`src/rtl/pipe_stage_reg_pkg.sv`:
```
// Shared defaults and constants for the inter-stage pipeline registers.
package pipe_pkg;
    localparam int DATA_W_DEF = 32;
    localparam int REG_W_DEF  = 5;
    localparam int TNEW_W_DEF = 2;
    localparam int CNT_W_DEF  = 16;

    localparam logic [31:0] NOP_INSTR = 32'h0;
    localparam int unsigned ZERO_REG  = 0;
endpackage

```
`src/rtl/pipe_stage_reg_if.sv`:
```
// Upstream/downstream bundle of one pipeline stage register, with stage controls and counters.
interface pipe_stage_reg_if #(
    parameter int DATA_W = pipe_pkg::DATA_W_DEF,
    parameter int REG_W  = pipe_pkg::REG_W_DEF,
    parameter int TNEW_W = pipe_pkg::TNEW_W_DEF,
    parameter int CNT_W  = pipe_pkg::CNT_W_DEF
);
    logic              hold;
    logic              bubble;
    logic              in_valid;
    logic [DATA_W-1:0] in_instr, in_pc, in_v1, in_v2, in_imm, in_wd;
    logic [REG_W-1:0]  in_rs, in_rt, in_rd, in_a3;
    logic [TNEW_W-1:0] in_tnew;

    logic              out_valid;
    logic [DATA_W-1:0] out_instr, out_pc, out_v1, out_v2, out_imm, out_wd;
    logic [REG_W-1:0]  out_rs, out_rt, out_rd, out_a3;
    logic [TNEW_W-1:0] out_tnew;
    logic              fwd_ready;
    logic [CNT_W-1:0]  bubble_cnt;
    logic [CNT_W-1:0]  hold_cnt;

    modport master (
        output hold, bubble, in_valid, in_instr, in_pc, in_v1, in_v2, in_imm, in_wd,
               in_rs, in_rt, in_rd, in_a3, in_tnew,
        input  out_valid, out_instr, out_pc, out_v1, out_v2, out_imm, out_wd,
               out_rs, out_rt, out_rd, out_a3, out_tnew, fwd_ready, bubble_cnt, hold_cnt
    );

    modport slave (
        input  hold, bubble, in_valid, in_instr, in_pc, in_v1, in_v2, in_imm, in_wd,
               in_rs, in_rt, in_rd, in_a3, in_tnew,
        output out_valid, out_instr, out_pc, out_v1, out_v2, out_imm, out_wd,
               out_rs, out_rt, out_rd, out_a3, out_tnew, fwd_ready, bubble_cnt, hold_cnt
    );
endinterface

```
`src/rtl/pipe_stage_reg_field.sv`:
```
// One field of a stage register: clear (bubble) beats enable (not hold).
module pipe_field_reg #(
    parameter int W = 32
) (
    input  logic         clk,
    input  logic         reset,
    input  logic         clr,
    input  logic         en,
    input  logic [W-1:0] d,
    output logic [W-1:0] q
);
    always_ff @(posedge clk or posedge reset) begin
        if (reset)
            q <= '0;
        else if (clr)
            q <= '0;
        else if (en)
            q <= d;
    end
endmodule

```
`src/rtl/pipe_stage_reg.sv`:
```
// Inter-stage pipeline register with hold/bubble controls, T_new countdown,
// forward-ready flag and saturating bubble/hold counters.
module pipe_stage_reg
    import pipe_pkg::*;
#(
    parameter int DATA_W = DATA_W_DEF,
    parameter int REG_W  = REG_W_DEF,
    parameter int TNEW_W = TNEW_W_DEF,
    parameter int CNT_W  = CNT_W_DEF
) (
    input logic              clk,
    input logic              reset,
    pipe_stage_reg_if.slave  bus
);
    logic              en;
    logic [REG_W-1:0]  a3_d;
    logic [TNEW_W-1:0] tnew_d;
    logic [CNT_W-1:0]  bubble_q, hold_q;

    assign en = !bus.hold;

    // An invalid slot must never advertise a write target to the hazard unit.
    assign a3_d   = bus.in_valid ? bus.in_a3 : REG_W'(ZERO_REG);
    assign tnew_d = (bus.in_tnew == '0) ? '0 : bus.in_tnew - TNEW_W'(1);

    pipe_field_reg #(.W(1))      u_valid (.clk(clk), .reset(reset), .clr(bus.bubble), .en(en), .d(bus.in_valid), .q(bus.out_valid));
    pipe_field_reg #(.W(DATA_W)) u_instr (.clk(clk), .reset(reset), .clr(bus.bubble), .en(en), .d(bus.in_instr), .q(bus.out_instr));
    pipe_field_reg #(.W(DATA_W)) u_pc    (.clk(clk), .reset(reset), .clr(bus.bubble), .en(en), .d(bus.in_pc),    .q(bus.out_pc));
    pipe_field_reg #(.W(DATA_W)) u_v1    (.clk(clk), .reset(reset), .clr(bus.bubble), .en(en), .d(bus.in_v1),    .q(bus.out_v1));
    pipe_field_reg #(.W(DATA_W)) u_v2    (.clk(clk), .reset(reset), .clr(bus.bubble), .en(en), .d(bus.in_v2),    .q(bus.out_v2));
    pipe_field_reg #(.W(DATA_W)) u_imm   (.clk(clk), .reset(reset), .clr(bus.bubble), .en(en), .d(bus.in_imm),   .q(bus.out_imm));
    pipe_field_reg #(.W(DATA_W)) u_wd    (.clk(clk), .reset(reset), .clr(bus.bubble), .en(en), .d(bus.in_wd),    .q(bus.out_wd));
    pipe_field_reg #(.W(REG_W))  u_rs    (.clk(clk), .reset(reset), .clr(bus.bubble), .en(en), .d(bus.in_rs),    .q(bus.out_rs));
    pipe_field_reg #(.W(REG_W))  u_rt    (.clk(clk), .reset(reset), .clr(bus.bubble), .en(en), .d(bus.in_rt),    .q(bus.out_rt));
    pipe_field_reg #(.W(REG_W))  u_rd    (.clk(clk), .reset(reset), .clr(bus.bubble), .en(en), .d(bus.in_rd),    .q(bus.out_rd));
    pipe_field_reg #(.W(REG_W))  u_a3    (.clk(clk), .reset(reset), .clr(bus.bubble), .en(en), .d(a3_d),         .q(bus.out_a3));
    pipe_field_reg #(.W(TNEW_W)) u_tnew  (.clk(clk), .reset(reset), .clr(bus.bubble), .en(en), .d(tnew_d),       .q(bus.out_tnew));

    // Bubble outranks hold, so a combined request counts only as a bubble.
    always_ff @(posedge clk or posedge reset) begin
        if (reset) begin
            bubble_q <= '0;
            hold_q   <= '0;
        end else if (bus.bubble) begin
            if (bubble_q != '1)
                bubble_q <= bubble_q + CNT_W'(1);
        end else if (bus.hold) begin
            if (hold_q != '1)
                hold_q <= hold_q + CNT_W'(1);
        end
    end

    assign bus.bubble_cnt = bubble_q;
    assign bus.hold_cnt   = hold_q;
    assign bus.fwd_ready  = bus.out_valid && (bus.out_a3 != REG_W'(ZERO_REG)) && (bus.out_tnew == '0);
endmodule
```
`src/flat_wrapper.sv`:
```
// flat-port wrapper written by rule: the top's interface ports become plain ports
module pipe_stage_reg_flat import pipe_pkg::*;
#(
    parameter int DATA_W = DATA_W_DEF,
    parameter int REG_W  = REG_W_DEF,
    parameter int TNEW_W = TNEW_W_DEF,
    parameter int CNT_W  = CNT_W_DEF
)
  (clk, reset, bus_hold, bus_bubble, bus_in_valid, bus_in_instr, bus_in_pc, bus_in_v1, bus_in_v2, bus_in_imm, bus_in_wd, bus_in_rs, bus_in_rt, bus_in_rd, bus_in_a3, bus_in_tnew, bus_out_valid, bus_out_instr, bus_out_pc, bus_out_v1, bus_out_v2, bus_out_imm, bus_out_wd, bus_out_rs, bus_out_rt, bus_out_rd, bus_out_a3, bus_out_tnew, bus_fwd_ready, bus_bubble_cnt, bus_hold_cnt);
  pipe_stage_reg_if #(.DATA_W(DATA_W), .REG_W(REG_W), .TNEW_W(TNEW_W), .CNT_W(CNT_W)) bus_i ();
  input logic clk;
  input logic reset;
  input wire logic [$bits(bus_i.hold)-1:0] bus_hold;
  input wire logic [$bits(bus_i.bubble)-1:0] bus_bubble;
  input wire logic [$bits(bus_i.in_valid)-1:0] bus_in_valid;
  input wire logic [$bits(bus_i.in_instr)-1:0] bus_in_instr;
  input wire logic [$bits(bus_i.in_pc)-1:0] bus_in_pc;
  input wire logic [$bits(bus_i.in_v1)-1:0] bus_in_v1;
  input wire logic [$bits(bus_i.in_v2)-1:0] bus_in_v2;
  input wire logic [$bits(bus_i.in_imm)-1:0] bus_in_imm;
  input wire logic [$bits(bus_i.in_wd)-1:0] bus_in_wd;
  input wire logic [$bits(bus_i.in_rs)-1:0] bus_in_rs;
  input wire logic [$bits(bus_i.in_rt)-1:0] bus_in_rt;
  input wire logic [$bits(bus_i.in_rd)-1:0] bus_in_rd;
  input wire logic [$bits(bus_i.in_a3)-1:0] bus_in_a3;
  input wire logic [$bits(bus_i.in_tnew)-1:0] bus_in_tnew;
  output wire logic [$bits(bus_i.out_valid)-1:0] bus_out_valid;
  output wire logic [$bits(bus_i.out_instr)-1:0] bus_out_instr;
  output wire logic [$bits(bus_i.out_pc)-1:0] bus_out_pc;
  output wire logic [$bits(bus_i.out_v1)-1:0] bus_out_v1;
  output wire logic [$bits(bus_i.out_v2)-1:0] bus_out_v2;
  output wire logic [$bits(bus_i.out_imm)-1:0] bus_out_imm;
  output wire logic [$bits(bus_i.out_wd)-1:0] bus_out_wd;
  output wire logic [$bits(bus_i.out_rs)-1:0] bus_out_rs;
  output wire logic [$bits(bus_i.out_rt)-1:0] bus_out_rt;
  output wire logic [$bits(bus_i.out_rd)-1:0] bus_out_rd;
  output wire logic [$bits(bus_i.out_a3)-1:0] bus_out_a3;
  output wire logic [$bits(bus_i.out_tnew)-1:0] bus_out_tnew;
  output wire logic [$bits(bus_i.fwd_ready)-1:0] bus_fwd_ready;
  output wire logic [$bits(bus_i.bubble_cnt)-1:0] bus_bubble_cnt;
  output wire logic [$bits(bus_i.hold_cnt)-1:0] bus_hold_cnt;
  assign bus_i.hold = bus_hold;
  assign bus_i.bubble = bus_bubble;
  assign bus_i.in_valid = bus_in_valid;
  assign bus_i.in_instr = bus_in_instr;
  assign bus_i.in_pc = bus_in_pc;
  assign bus_i.in_v1 = bus_in_v1;
  assign bus_i.in_v2 = bus_in_v2;
  assign bus_i.in_imm = bus_in_imm;
  assign bus_i.in_wd = bus_in_wd;
  assign bus_i.in_rs = bus_in_rs;
  assign bus_i.in_rt = bus_in_rt;
  assign bus_i.in_rd = bus_in_rd;
  assign bus_i.in_a3 = bus_in_a3;
  assign bus_i.in_tnew = bus_in_tnew;
  assign bus_out_valid = bus_i.out_valid;
  assign bus_out_instr = bus_i.out_instr;
  assign bus_out_pc = bus_i.out_pc;
  assign bus_out_v1 = bus_i.out_v1;
  assign bus_out_v2 = bus_i.out_v2;
  assign bus_out_imm = bus_i.out_imm;
  assign bus_out_wd = bus_i.out_wd;
  assign bus_out_rs = bus_i.out_rs;
  assign bus_out_rt = bus_i.out_rt;
  assign bus_out_rd = bus_i.out_rd;
  assign bus_out_a3 = bus_i.out_a3;
  assign bus_out_tnew = bus_i.out_tnew;
  assign bus_fwd_ready = bus_i.fwd_ready;
  assign bus_bubble_cnt = bus_i.bubble_cnt;
  assign bus_hold_cnt = bus_i.hold_cnt;
  pipe_stage_reg #(.DATA_W(DATA_W), .REG_W(REG_W), .TNEW_W(TNEW_W), .CNT_W(CNT_W)) u_core (.clk(clk), .reset(reset), .bus(bus_i));
endmodule
```
`config.mk`:
```
export PLATFORM = sky130hd
export DESIGN_NAME = pipe_stage_reg_flat
export DESIGN_NICKNAME = d
export VERILOG_FILES = /design/src/rtl/pipe_stage_reg_pkg.sv /design/src/rtl/pipe_stage_reg_if.sv /design/src/rtl/pipe_stage_reg_field.sv /design/src/rtl/pipe_stage_reg.sv /design/src/flat_wrapper.sv
export SDC_FILE = /design/constraint.sdc
export NUM_CORES = 1
export LEC_CHECK = 0
export BUFFER_PORTS_ARGS = -buffer_cell sky130_fd_sc_hd__buf_4
export CAP_MARGIN = 40
export CORE_AREA = 2 2 182 184
export CTS_CLUSTER_SIZE = 40
export DETAILED_ROUTE_END_ITERATION = 8
export DIE_AREA = 0 0 184 186
export GPL_ROUTABILITY_DRIVEN = 1
export PLACE_DENSITY_LB_ADDON = 0.15
export SETUP_SLACK_MARGIN = 0.2
export SYNTH_ARGS = -nofsm -noshare
export SYNTH_HDL_FRONTEND = slang
export SYNTH_SLANG_ARGS = --single-unit
```
`constraint.sdc`:
```
create_clock -name clk -period 7.6 [get_ports clk]
set_input_delay 0.38 -clock clk [delete_from_list [all_inputs] [get_ports clk]]
set_output_delay 0.38 -clock clk [all_outputs]
set_load 0.005 [all_outputs]
```
# Word level (Yosys, flattened, before mapping)
# Cells that the tools add are included.
# word_totals
ff_bits	247
input_bits	219
wordCells	54
# op_classes
n_addsub	3
eq_ne	3
mux	26
n_bitwise	1
n_reduce_logical	7
# op_table
operator	count
$mux 32	12
$mux 5	9
$add 16x1->16 const B	2
$ne 16x16->1 const B	2
$mux 2	3
$reduce_bool 5->1	1
$logic_not 2->1	2
$reduce_and 3->1	1
$logic_and 1x1->1	2
$mux 1	2
$ne 2x1->1 const B	1
$reduce_and 2->1	1
$sub 2x1->2 const B	1
$not 1->1	1

# Logic depth before layout (Yosys ltp)
# logic_depth
word_depth	4
mapped_depth	6

# Hierarchy
# A second synthesis with hierarchy kept.
# hier_totals
cells_unflattened	857
hier_area_um2	10612.7
# modules_own_cells
module	n_inst	cells_per_inst	area_per_inst_um2
pipe_field_reg (u_core.u_imm ...)	6	104	1327.5
pipe_stage_reg	1	154	1687.9
pipe_field_reg (u_core.u_a3 ...)	4	17	209.0
pipe_field_reg (u_core.u_tnew)	1	7	81.3
pipe_field_reg (u_core.u_valid)	1	4	42.5

# Least setup slack after synthesis
# Ideal clock, no wire load.
# synth_path
kind	register -> register
start	register u_core.bubble_q[0], in the netlist u_core.bus.bubble_cnt[0]
end	register u_core.bubble_q[12], in the netlist u_core.bus.bubble_cnt[12]
setup_ns	0.125
arrival_ns	1.602
t_required_ns	7.475
path_slack_ns	5.873
stages_incl_launch_ff	6
synth_period_minus_slack_ns	1.727
path_cell_list	dfrtp_1 > ha_1 > nand4_1 > or3_1 > nor2_1 > mux2_2
# synth_via
elab_chain_cells	2
# synth_rtl
item	line_no	rtl
start: declaration	pipe_stage_reg.sv:18	logic [CNT_W-1:0] bubble_q, hold_q;
start signal: assignment	pipe_stage_reg.sv:46	bubble_q <= bubble_q + CNT_W'(1);
branches (longest 2 deep; another with $add 16x1->16)	-	
# Several ways; the timed one is not identified.
# A chain may end at the register's enable or synchronous reset.

# Worst setup path after layout
# layout_path
start	register u_core.u_a3.q[0]
end	output bus_fwd_ready
# layout_via
elab_chain_cells	3
# layout_rtl
item	line_no	rtl
start: declaration	pipe_stage_reg_field.sv:10	output logic [W-1:0] q
start signal: assignment	pipe_stage_reg_field.sv:14	q <= '0;
start signal: assignment	pipe_stage_reg_field.sv:16	q <= '0;
start signal: assignment	pipe_stage_reg_field.sv:18	q <= d;
$reduce_bool 5->1	pipe_stage_reg.sv:55	assign bus.fwd_ready = bus.out_valid && (bus.out_a3 != REG_W'(ZERO_REG)) && (bus.out_tnew == '0);
$logic_and 1x1->1 (2 in a row)	pipe_stage_reg.sv:55	
end: declaration	flat_wrapper.sv:39	output wire logic [$bits(bus_i.fwd_ready)-1:0] bus_fwd_ready;
# No other way between the ends.

==> metrics <==
largest net degree at the start of global routing=130; critical-path maximum fanout=3; max incr delay on CP=~0.52 ns; Final Hold Fails=0; final worst-path setup slack=between 5 and 6 ns; final cell count without fillers=1740; Syn Nets=1080; Area Overhead vs Synth=47.3%; die height=between 150 and 200 um; Yosys top cell area share=between 60% and 70%; Tmin final=about 2.1 ns; CTS buffer count=29; pwr/cell area=about 220 nW/um2; Slew Limit Headroom=approximately 28%; Yosys warnings=0; R2R setup slack=between 5 and 6 ns; antenna viol nets, final=0; worst-skew pair later-pin latency=approximately 0.53 ns; synth unique cells=between 40 and 50; Vias=a little under 8000; dpl ws=5.09 ns; CTS tree=built; P_leak=a little over 8 nW; via count of the first global-routing pass=approximately 8000; layout net count=~1500; post-DR wirelength/cell=~17 um; Post-Syn Area per Cell=11.9 um2; first-pass iteration count of the detailed router=4; Worst-path clk slew=0.06 ns; worst path arrival time=1.77 ns; fmax=approximately 470 MHz; WP data required=~7.2 ns; hpwl dp=approximately 21000 um; site row count=66; RD Place Congestion=~0.76; Initial DRC Count=approximately 360; Worst setup SP type=flop; H-tree levels=1; Max VDD drop=135 uV; Layout Skew=around 0.0066 ns; Ports=467; gr ovfl total=0; status=complete, no violations; Util after Layout=about 47%; Critical Path, Cell by Cell=or4_1, nor2_1, nor4b_1, buf_4; Via density=4.55; I/O Buffers=approximately 470; post-synthesis sequential area ratio=just over 60%; die area=34200 um2; Tcrit/Tclk final=around 28%; Starting Density=about a third; Die X=approximately 180 um; CTS root buf=clkbuf_16; # diodes=0; Post-CTS Setup Bufs=0; WHS=just over 0.08 ns; antenna violations before repair=0; synthesized area=just over 10000 um2; total track usage=16.6%; synth top area cells=dfrtp_1, mux2i_1, nor2_1, buf_2, xor2_1; core box area=around 32000 um2; dpl cells=roughly 1700; Yosys reg bits=247; Hold WC Path Type=primary input to flop; final setup violation count=0; Slowest cell on crit path=or4_1; Sink Count=~250; TNS Setup=0 ns; Worst-Margin Slew=approximately 1.1 ns; Synth Instances=around 860; largest area contributor in the netlist=dfrtp_1; max cap viols=0; Slew Limit Fails=0; RSZ-0062 raised after global routing=no; first-pass GRT wire length=~45000 um; CP Class=flop to output pin; DRC viols=0; layout cells sized above 1=39.5%; Setup crit end kind=output pin; Longest Clk Path Bufs=3; WL final=30100 um
## final timing paths
path | from | end | cells past startpoint
setup / recovery | u_core.u_a3.q[0] | bus_fwd_ready | 4
hold / removal | bus_in_instr[29] | u_core.u_instr.q[29] | 3
setup reg to reg | u_core.bus.hold_cnt[0] | u_core.bus.hold_cnt[1] | 5
hold reg to reg | u_core.bus.hold_cnt[6] | u_core.bus.hold_cnt[6] | 1
max in group asynchronous | reset | u_core.u_wd.q[5] | 5
min in group asynchronous | reset | u_core.u_v2.q[25] | 3
## metrics by stage
step	area [um2]	power, mW
finish	15000	3.34
global route	15000	3.52
CTS	15000	3.40
detailed placement	14100	2.07
global placement	14100	2.06
floorplan	10200	1.74
## registers in the layout, indices dropped and copies added (netlist names), 16 cells and up
signal / flops
u_core.u_imm.q: 32
u_core.u_wd.q: 32
u_core.u_v2.q: 32
u_core.bus.hold_cnt: 16
u_core.u_v1.q: 32
u_core.u_instr.q: 32
u_core.bus.bubble_cnt: 16
u_core.u_pc.q: 32
## repair_timing
item                      CTS  global route
hold endpoints to repair   22             0
hold buffers                1             0
resized for setup           0             0
## layout make-up
class	instances	area (um2)
Clock buffer	46	870
Clock inverter	4	22.5
Fill cell	3063	17200
Inverter	4	22.5
Multi-Input combinational cell	558	3780
Sequential cell	247	6180
Tap cell	408	510
Timing Repair Buffer	473	3630
## critical path: cells and delay by family, from the launching register on
family,cells,cell delay [ns]
buffers and inverters,1,0.14
DFF,1,0.39
and+or+nand+nor,3,0.69
## Yosys cell counts, drive strengths merged
| library cell | count |
|---|---|
| and2 | 3 |
| xor2 | 13 |
| and4 | 1 |
| a31oi | 2 |
| or3 | 1 |
| o311ai | 1 |
| o21a | 1 |
| nand3 | 8 |
| nor2b | 2 |
| nand4 | 12 |
| a22oi | 1 |
| or4 | 3 |
| or2 | 1 |
| clkbuf | 23 |
| dfrtp | 247 |
| buf | 27 |
| a41o | 1 |
| nand2b | 1 |
| inv | 4 |
| nor3 | 9 |
| nor2 | 234 |
| or3b | 1 |
| xnor2 | 8 |
| nand2 | 14 |
| and4b | 1 |
| a21oi | 13 |
| nor4 | 3 |
| mux2 | 3 |
| o22a | 1 |
| mux2i | 207 |
| a41oi | 2 |
| ha | 2 |
| and3 | 4 |
| nor3b | 3 |
| nor4b | 1 |
| nand3b | 1 |
## cell usage in the layout, fill, tap and decap left out, types with 3 or more instances in the layout
cell       instances
inv_1              3
clkinv_2           3
dfrtp_1          247
mux2i_1          207
nor3_1             8
nor2_1           234
clkbuf_16         29
and3_1             4
nand4_1           10
a21oi_1           11
buf_4            466
nor3b_1            3
and2_1             3
clkbuf_1           9
nand3_1            8
xor2_1            13
nand2_1           14
xnor2_1            8
clkbuf_8           8
## per-layer routing
layer	share of wire, %	global-route usage (%)	up-vias
li1	-	-	3807
met1	39	19.9	3768
met2	50	28.6	295
met3	9.2	5.36	46
met4	2.2	4.80	0
met5	0	0	-
## power by group
group / total [mW] / switching, mW / internal [mW]
clock: 1.30 / 0.531 / 0.774
combinational: 0.532 / 0.233 / 0.299
sequential: 1.51 / 0.0912 / 1.41
total: 3.34 / 0.855 / 2.49
## kinds of logic after synthesis
kind of cell	count (synthesis)	share of synthesized area (%)
xor+xnor	21	1.80
buf+inv	54	2.27
compound gates	22	1.50
fa+ha+maj	2	0.245
flops	247	60.6
mux	210	20.7
simple gates	303	12.9
Note: power is estimated with default switching activity, not from simulation.
